[src/rtl/axi_lite_master_arbiter_if.sv]
// rtl/axi_lite_master_arbiter_if.sv - requester/bridge bundle for the two-master AXI4-Lite bridge arbiter
interface axi_lite_master_arbiter_if #(
  parameter int C_ADDR_WIDTH = 32,
  parameter int C_DATA_WIDTH = 32
);
  logic                      r0_read;
  logic                      r0_write;
  logic [C_ADDR_WIDTH-1:0]   r0_addr;
  logic [C_DATA_WIDTH/8-1:0] r0_be;
  logic [C_DATA_WIDTH-1:0]   r0_writedata;
  logic                      r0_waitreq;
  logic                      r0_readvalid;
  logic [C_DATA_WIDTH-1:0]   r0_readdata;
  logic                      r0_error;

  logic                      r1_read;
  logic                      r1_write;
  logic [C_ADDR_WIDTH-1:0]   r1_addr;
  logic [C_DATA_WIDTH/8-1:0] r1_be;
  logic [C_DATA_WIDTH-1:0]   r1_writedata;
  logic                      r1_waitreq;
  logic                      r1_readvalid;
  logic [C_DATA_WIDTH-1:0]   r1_readdata;
  logic                      r1_error;

  logic                      m_read;
  logic                      m_write;
  logic [C_ADDR_WIDTH-1:0]   m_addr;
  logic [C_DATA_WIDTH/8-1:0] m_be;
  logic [C_DATA_WIDTH-1:0]   m_writedata;
  logic                      m_waitreq;
  logic                      m_readvalid;
  logic [C_DATA_WIDTH-1:0]   m_readdata;

  logic                      grant_id;

  modport master (
    input  r0_read, r0_write, r0_addr, r0_be, r0_writedata,
    output r0_waitreq, r0_readvalid, r0_readdata, r0_error,
    input  r1_read, r1_write, r1_addr, r1_be, r1_writedata,
    output r1_waitreq, r1_readvalid, r1_readdata, r1_error,
    output m_read, m_write, m_addr, m_be, m_writedata,
    input  m_waitreq, m_readvalid, m_readdata,
    output grant_id
  );

  modport slave (
    output r0_read, r0_write, r0_addr, r0_be, r0_writedata,
    input  r0_waitreq, r0_readvalid, r0_readdata, r0_error,
    output r1_read, r1_write, r1_addr, r1_be, r1_writedata,
    input  r1_waitreq, r1_readvalid, r1_readdata, r1_error,
    input  m_read, m_write, m_addr, m_be, m_writedata,
    output m_waitreq, m_readvalid, m_readdata,
    input  grant_id
  );
endinterface

[src/rtl/axi_lite_master_arbiter.sv]
// rtl/axi_lite_master_arbiter.sv - round-robin share of one Avalon-to-AXI4-Lite bridge between two requesters
module axi_lite_master_arbiter #(
  parameter int C_ADDR_WIDTH = 32,
  parameter int C_DATA_WIDTH = 32,
  parameter int C_TIMEOUT    = 255,
  parameter int C_TO_WIDTH   = 8
) (
  input  logic                        M_AXI_ACLK,
  input  logic                        M_AXI_ARESETN,
  axi_lite_master_arbiter_if.master   bus
);
  localparam int BE_W = C_DATA_WIDTH / 8;

  typedef enum logic [1:0] {S_IDLE, S_BUSY, S_GAP} state_e;

  state_e                  state_q, state_d;
  logic                    grant_q, grant_d;
  logic                    m_read_q, m_read_d;
  logic                    m_write_q, m_write_d;
  logic [C_ADDR_WIDTH-1:0] m_addr_q, m_addr_d;
  logic [BE_W-1:0]         m_be_q, m_be_d;
  logic [C_DATA_WIDTH-1:0] m_wd_q, m_wd_d;
  logic [C_TO_WIDTH-1:0]   cnt_q, cnt_d;

  logic req0, req1, sel, sel_wr, sel_rd;
  logic done, abort, fin0, fin1, rv0, rv1;

  assign req0   = bus.r0_read | bus.r0_write;
  assign req1   = bus.r1_read | bus.r1_write;
  // With both pending, the one not served last wins; grant_q resets to 1 so r0 goes first.
  assign sel    = (req0 & req1) ? ~grant_q : req1;
  assign sel_wr = sel ? bus.r1_write : bus.r0_write;
  assign sel_rd = sel ? bus.r1_read  : bus.r0_read;

  assign done  = (state_q == S_BUSY) &
                 ((m_write_q & ~bus.m_waitreq) | (m_read_q & bus.m_readvalid));
  assign abort = (state_q == S_BUSY) & ~done & (cnt_q == C_TO_WIDTH'(C_TIMEOUT - 1));

  always_ff @(posedge M_AXI_ACLK) begin
    if (!M_AXI_ARESETN) begin
      state_q   <= S_IDLE;
      grant_q   <= 1'b1;
      m_read_q  <= 1'b0;
      m_write_q <= 1'b0;
      m_addr_q  <= '0;
      m_be_q    <= '0;
      m_wd_q    <= '0;
      cnt_q     <= '0;
    end else begin
      state_q   <= state_d;
      grant_q   <= grant_d;
      m_read_q  <= m_read_d;
      m_write_q <= m_write_d;
      m_addr_q  <= m_addr_d;
      m_be_q    <= m_be_d;
      m_wd_q    <= m_wd_d;
      cnt_q     <= cnt_d;
    end
  end

  always_comb begin
    state_d   = state_q;
    grant_d   = grant_q;
    m_read_d  = m_read_q;
    m_write_d = m_write_q;
    m_addr_d  = m_addr_q;
    m_be_d    = m_be_q;
    m_wd_d    = m_wd_q;
    cnt_d     = cnt_q;
    case (state_q)
      S_IDLE: begin
        if (req0 | req1) begin
          state_d   = S_BUSY;
          grant_d   = sel;
          m_write_d = sel_wr;
          m_read_d  = ~sel_wr & sel_rd;
          m_addr_d  = sel ? bus.r1_addr      : bus.r0_addr;
          m_be_d    = sel ? bus.r1_be        : bus.r0_be;
          m_wd_d    = sel ? bus.r1_writedata : bus.r0_writedata;
          cnt_d     = '0;
        end
      end
      S_BUSY: begin
        cnt_d = cnt_q + C_TO_WIDTH'(1);
        if (done | abort) begin
          state_d   = S_GAP;
          m_read_d  = 1'b0;
          m_write_d = 1'b0;
        end
      end
      S_GAP:   state_d = S_IDLE;
      default: state_d = S_IDLE;
    endcase
  end

  // A requester that dropped its request mid-transfer gets no completion pulse.
  assign fin0 = ~grant_q & (done | abort);
  assign fin1 =  grant_q & (done | abort);
  assign rv0  = fin0 & req0 & done & m_read_q;
  assign rv1  = fin1 & req1 & done & m_read_q;

  assign bus.r0_waitreq   = req0 & ~fin0;
  assign bus.r0_readvalid = rv0;
  assign bus.r0_readdata  = rv0 ? bus.m_readdata : '0;
  assign bus.r0_error     = fin0 & req0 & abort;
  assign bus.r1_waitreq   = req1 & ~fin1;
  assign bus.r1_readvalid = rv1;
  assign bus.r1_readdata  = rv1 ? bus.m_readdata : '0;
  assign bus.r1_error     = fin1 & req1 & abort;

  assign bus.m_read      = m_read_q;
  assign bus.m_write     = m_write_q;
  assign bus.m_addr      = m_addr_q;
  assign bus.m_be        = m_be_q;
  assign bus.m_writedata = m_wd_q;
  assign bus.grant_id    = grant_q;
endmodule

[src/flat_wrapper.sv]
// flat-port wrapper written by rule: the top's interface ports become plain ports
module axi_lite_master_arbiter_flat 
#(
  parameter int C_ADDR_WIDTH = 32,
  parameter int C_DATA_WIDTH = 32,
  parameter int C_TIMEOUT    = 255,
  parameter int C_TO_WIDTH   = 8
)
  (M_AXI_ACLK, M_AXI_ARESETN, bus_r0_read, bus_r0_write, bus_r0_addr, bus_r0_be, bus_r0_writedata, bus_r0_waitreq, bus_r0_readvalid, bus_r0_readdata, bus_r0_error, bus_r1_read, bus_r1_write, bus_r1_addr, bus_r1_be, bus_r1_writedata, bus_r1_waitreq, bus_r1_readvalid, bus_r1_readdata, bus_r1_error, bus_m_read, bus_m_write, bus_m_addr, bus_m_be, bus_m_writedata, bus_m_waitreq, bus_m_readvalid, bus_m_readdata, bus_grant_id);
  axi_lite_master_arbiter_if #(.C_ADDR_WIDTH(C_ADDR_WIDTH), .C_DATA_WIDTH(C_DATA_WIDTH)) bus_i ();
  input  logic M_AXI_ACLK;
  input  logic M_AXI_ARESETN;
  input wire logic [$bits(bus_i.r0_read)-1:0] bus_r0_read;
  input wire logic [$bits(bus_i.r0_write)-1:0] bus_r0_write;
  input wire logic [$bits(bus_i.r0_addr)-1:0] bus_r0_addr;
  input wire logic [$bits(bus_i.r0_be)-1:0] bus_r0_be;
  input wire logic [$bits(bus_i.r0_writedata)-1:0] bus_r0_writedata;
  output wire logic [$bits(bus_i.r0_waitreq)-1:0] bus_r0_waitreq;
  output wire logic [$bits(bus_i.r0_readvalid)-1:0] bus_r0_readvalid;
  output wire logic [$bits(bus_i.r0_readdata)-1:0] bus_r0_readdata;
  output wire logic [$bits(bus_i.r0_error)-1:0] bus_r0_error;
  input wire logic [$bits(bus_i.r1_read)-1:0] bus_r1_read;
  input wire logic [$bits(bus_i.r1_write)-1:0] bus_r1_write;
  input wire logic [$bits(bus_i.r1_addr)-1:0] bus_r1_addr;
  input wire logic [$bits(bus_i.r1_be)-1:0] bus_r1_be;
  input wire logic [$bits(bus_i.r1_writedata)-1:0] bus_r1_writedata;
  output wire logic [$bits(bus_i.r1_waitreq)-1:0] bus_r1_waitreq;
  output wire logic [$bits(bus_i.r1_readvalid)-1:0] bus_r1_readvalid;
  output wire logic [$bits(bus_i.r1_readdata)-1:0] bus_r1_readdata;
  output wire logic [$bits(bus_i.r1_error)-1:0] bus_r1_error;
  output wire logic [$bits(bus_i.m_read)-1:0] bus_m_read;
  output wire logic [$bits(bus_i.m_write)-1:0] bus_m_write;
  output wire logic [$bits(bus_i.m_addr)-1:0] bus_m_addr;
  output wire logic [$bits(bus_i.m_be)-1:0] bus_m_be;
  output wire logic [$bits(bus_i.m_writedata)-1:0] bus_m_writedata;
  input wire logic [$bits(bus_i.m_waitreq)-1:0] bus_m_waitreq;
  input wire logic [$bits(bus_i.m_readvalid)-1:0] bus_m_readvalid;
  input wire logic [$bits(bus_i.m_readdata)-1:0] bus_m_readdata;
  output wire logic [$bits(bus_i.grant_id)-1:0] bus_grant_id;
  assign bus_i.r0_read = bus_r0_read;
  assign bus_i.r0_write = bus_r0_write;
  assign bus_i.r0_addr = bus_r0_addr;
  assign bus_i.r0_be = bus_r0_be;
  assign bus_i.r0_writedata = bus_r0_writedata;
  assign bus_r0_waitreq = bus_i.r0_waitreq;
  assign bus_r0_readvalid = bus_i.r0_readvalid;
  assign bus_r0_readdata = bus_i.r0_readdata;
  assign bus_r0_error = bus_i.r0_error;
  assign bus_i.r1_read = bus_r1_read;
  assign bus_i.r1_write = bus_r1_write;
  assign bus_i.r1_addr = bus_r1_addr;
  assign bus_i.r1_be = bus_r1_be;
  assign bus_i.r1_writedata = bus_r1_writedata;
  assign bus_r1_waitreq = bus_i.r1_waitreq;
  assign bus_r1_readvalid = bus_i.r1_readvalid;
  assign bus_r1_readdata = bus_i.r1_readdata;
  assign bus_r1_error = bus_i.r1_error;
  assign bus_m_read = bus_i.m_read;
  assign bus_m_write = bus_i.m_write;
  assign bus_m_addr = bus_i.m_addr;
  assign bus_m_be = bus_i.m_be;
  assign bus_m_writedata = bus_i.m_writedata;
  assign bus_i.m_waitreq = bus_m_waitreq;
  assign bus_i.m_readvalid = bus_m_readvalid;
  assign bus_i.m_readdata = bus_m_readdata;
  assign bus_grant_id = bus_i.grant_id;
  axi_lite_master_arbiter #(.C_ADDR_WIDTH(C_ADDR_WIDTH), .C_DATA_WIDTH(C_DATA_WIDTH), .C_TIMEOUT(C_TIMEOUT), .C_TO_WIDTH(C_TO_WIDTH)) u_core (.M_AXI_ACLK(M_AXI_ACLK), .M_AXI_ARESETN(M_AXI_ARESETN), .bus(bus_i));
endmodule
[config.mk]
export PLATFORM = sky130hd
export DESIGN_NAME = axi_lite_master_arbiter_flat
export DESIGN_NICKNAME = d
export VERILOG_FILES = /design/src/rtl/axi_lite_master_arbiter_if.sv /design/src/rtl/axi_lite_master_arbiter.sv /design/src/flat_wrapper.sv
export SDC_FILE = /design/constraint.sdc
export NUM_CORES = 1
export LEC_CHECK = 0
export ABC_CLOCK_PERIOD_IN_PS = 2250
export BUFFER_PORTS_ARGS = -buffer_cell sky130_fd_sc_hd__buf_2
export CAP_MARGIN = 5
export CORE_AREA = 4 4 122 124
export CTS_CLUSTER_DIAMETER = 100
export DETAILED_ROUTE_END_ITERATION = 6
export DIE_AREA = 0 0 126 128
export PLACE_DENSITY = 0.73
export SETUP_SLACK_MARGIN = 0.2
export SLEW_MARGIN = 20
export SYNTH_ARGS = -nofsm -noshare
export SYNTH_HDL_FRONTEND = slang
export SYNTH_SLANG_ARGS = --single-unit
[constraint.sdc]
create_clock -name M_AXI_ACLK -period 2.25 [get_ports M_AXI_ACLK]
set_clock_uncertainty 0.15 [all_clocks]
set_input_delay 0.3375 -clock M_AXI_ACLK [delete_from_list [all_inputs] [get_ports M_AXI_ACLK]]
set_output_delay 0.3375 -clock M_AXI_ACLK [all_outputs]
set_load 0.02 [all_outputs]
==> impl_metrics.toml <==
[run_status]
outcome = "complete, but fails checks"
violations = "setup timing"

[floorplan]
die_y_um = 128
dieArea_sq_um = 16100
die_x_um = 126
placementRows = 43
start_util_pct = 29.5
num_io_pins = 317
core_region_area_sq_um = 13800

[logic_synthesis]
yosys-top-cells-area = "dfxtp_1 40%, mux2i_1 17%, and2_1 10%"
post_synth_num_cell_types = 39
async_flop_share_pct = 0
synth_area_leader_cell = "dfxtp_1"
synth_edf_count = 0
syn_inst = 469
yosysTopAreaCellShare_pct = 39.9
synth_warnings = 0
syn-num-nets = 647
ys_top_cells_by_count = "81 x dfxtp_1, 74 x a21oi_1, 68 x mux2i_1, 65 x and2_1, 43 x o21ai_0"
synth_flop_cell = "dfxtp_1"
synth_area_sq_um = 4060
synth_seq_cells = 81
syn_avg_cell_area_sq_um = 8.67
seq_area_frac_synth_pct = 39.9
yosysMostFrequentCell = "dfxtp_1"

[timing]
finalHoldViolCount = 0
worst_pin_slew_ns = 0.551
setup_tns_ns = -0.781
fmax_mhz = 435
fin_crit_ns = 2.30
slew_viol_final = 0
slew_headroom_pct = 62.9
rsz0062_at_grt = "yes"
setup_violations = 41
fin_ws_ns = -0.0465
fin_crit_sh_pct = 102

[routing]
drc_errors = 0
wl_per_cell_um = 18.8
drt-total-wl_um = 18300
drtIter0Drc = 159
via_per_inst = 5.01
ant_nets = 0
vias = 4875
firstDrtPassIters = 4

[grt]
grt_pass1_wl_um = 24800
grt_start_max_net_pins = 141
track_usage_pct = 19.2
grt_pass1_vias = 4683
grt_antenna_before_repair = 0
globalRouteOverflowTotal = 0

[cts]
cts_tree = "yes"
clkLatencyLatePin_ns = 0.33
clock-sinks = 81
clk_pin_slew_ns = 0.07
cts.path.max_buffers = 2
numCtsBuffers = 9
htree_levels = 3
cts_root_buf = "clkbuf_16"

[layout]
fin_nets = 967
multi_input_area_sq_um = 2460
antenna_cells = 0
post-route-util_pct = 51.1
area_delta_synth_final_pct = 73.2
num-fill-cells = 1275
regArea_sq_um = 1630
drive_gt1_share_pct = 56.8
fin_area_sq_um = 7040

[power]
pwr-share-seq_pct = 37.5
cellPowerDensity_nw_per_um2 = 646
p_total_mw = 4.55
peakVddDrop_uv = 505
swShare_pct = 33.5
p_int_mw = 3.02
p_sw_mw = 1.53
clkPwrFrac_pct = 32.1
comb_power_share_pct = 30.4
power_leakage_nw = 3.44

[setup_path]
crit_type = "flop to primary output"
required_ns = 1.76
critPathMaxFanout = 8
worstPathArrival_ns = 1.81
start_kind = "flop"
cp-end-kind = "primary output"

[place]
io_buffers = 316
gp_congestion = 0.900
postPlaceCellArea_sq_um = 5810
hpwl_um = 11600

[min_path]
hp-class = "primary input to flop"

[job]
max_cap_viol_count = 0
-- layout by cell type, fill, tap and decap left out, types with 3 or more instances in the layout --
cell type and count:
a21oi_1 74, clkinv_4 3, clkbuf_16 11, o211ai_1 4
mux2i_1 68, clkbuf_8 3, or2_1 3, buf_6 77
and2_4 64, dfxtp_2 4, buf_4 13, nand3_1 5
nand2_1 11, buf_12 4, dfxtp_1 76, buf_2 247
nor2_2 3, buf_8 5, nor2_1 5, o21ai_1 30
o21ai_0 42
-- layer usage --
layer  GRT usage [%]  share of wire, %  wire [um]
met3            6.75               8.7       1580
met5               0                 0          0
met4            10.3               4.8        872
met2            33.9                50       9200
met1            20.2                36       6630
-- stage by stage --
step	hold WS, ns	setup slack (ns)	cells
6_report	0.132	-0.0465	974
5_1_grt	0.135	-0.135	974
4_1_cts	0.123	-0.0188	967
3_5_place_dp	0.345	0.246	936
3_3_place_gp	0.336	0.283	936
2_1_floorplan	0.324	0.276	469
-- flip-flops by register name, summed over array words and instances, names as in the netlist --
name	count
u_core.state_q	2
u_core.bus.m_writedata	32
u_core.cnt_q	8
u_core.bus.m_be	4
u_core.bus.grant_id	1
u_core.bus.m_read	1
u_core.bus.m_write	1
u_core.bus.m_addr	32
-- path summary, 6_finish.rpt --
path,startpoint,to,slack (ns),cells past startpoint
max reg2reg,u_core.state_q[1],u_core.bus.m_write,0.29,7
min reg2reg,u_core.cnt_q[4],u_core.cnt_q[4],0.36,2
max,u_core.state_q[1],bus_r0_readdata[12],-0.05,7
min,bus_r0_be[0],u_core.bus.m_be[0],0.13,3
-- logic make-up after synthesis --
group | synth area share [%]
adder cells (fa/ha/maj) | 0.616
AND/OR/NAND/NOR | 16.3
flip-flops | 39.9
multiplexers | 16.7
XOR/XNOR | 0.216
buffers and inverters | 5.26
AO/OA/AOI/OAI | 21.0
-- what timing repair did --
action / CTS / global route
hold buffers: 0 / 0
pin swaps: 19 / 41
endpoints found under the hold margin: 0 / 0
setup buffers: 10 / 2
gates cloned: 5 / 5
resized for setup: 188 / 61
setup endpoints to repair: 70 / 72
-- power by group through the flow --
| stage | clock network (mW) | logic [mW] | registers, mW |
|---|---|---|---|
| finish | 1.46 | 1.38 | 1.70 |
| global route | 1.55 | 1.49 | 1.72 |
| CTS | 1.49 | 1.30 | 1.70 |
| detailed placement | 0 | 1.24 | 1.72 |
| global placement | 0 | 1.23 | 1.72 |
| floorplan | 0 | 0.547 | 1.94 |
-- critical path, stage by stage, from the launching register on --
cell	delay (ns)
dfxtp_2	0.32
and2b_4	0.25
o211ai_1	0.13
nor3_2	0.20
buf_6	0.17
clkbuf_16	0.16
and2_4	0.15
buf_6	0.11
-- layout make-up --
| cell class | count | area share [%] |
|---|---|---|
| Clock inverter | 4 | 0.498 |
| Clock buffer | 12 | 3.79 |
| Tap cell | 180 | 3.20 |
| Inverter | 4 | 0.213 |
| Multi-Input combinational cell | 345 | 34.9 |
| Sequential cell | 81 | 23.2 |
| Timing Repair Buffer | 348 | 34.2 |
Note: power is estimated with default switching activity, not from simulation.
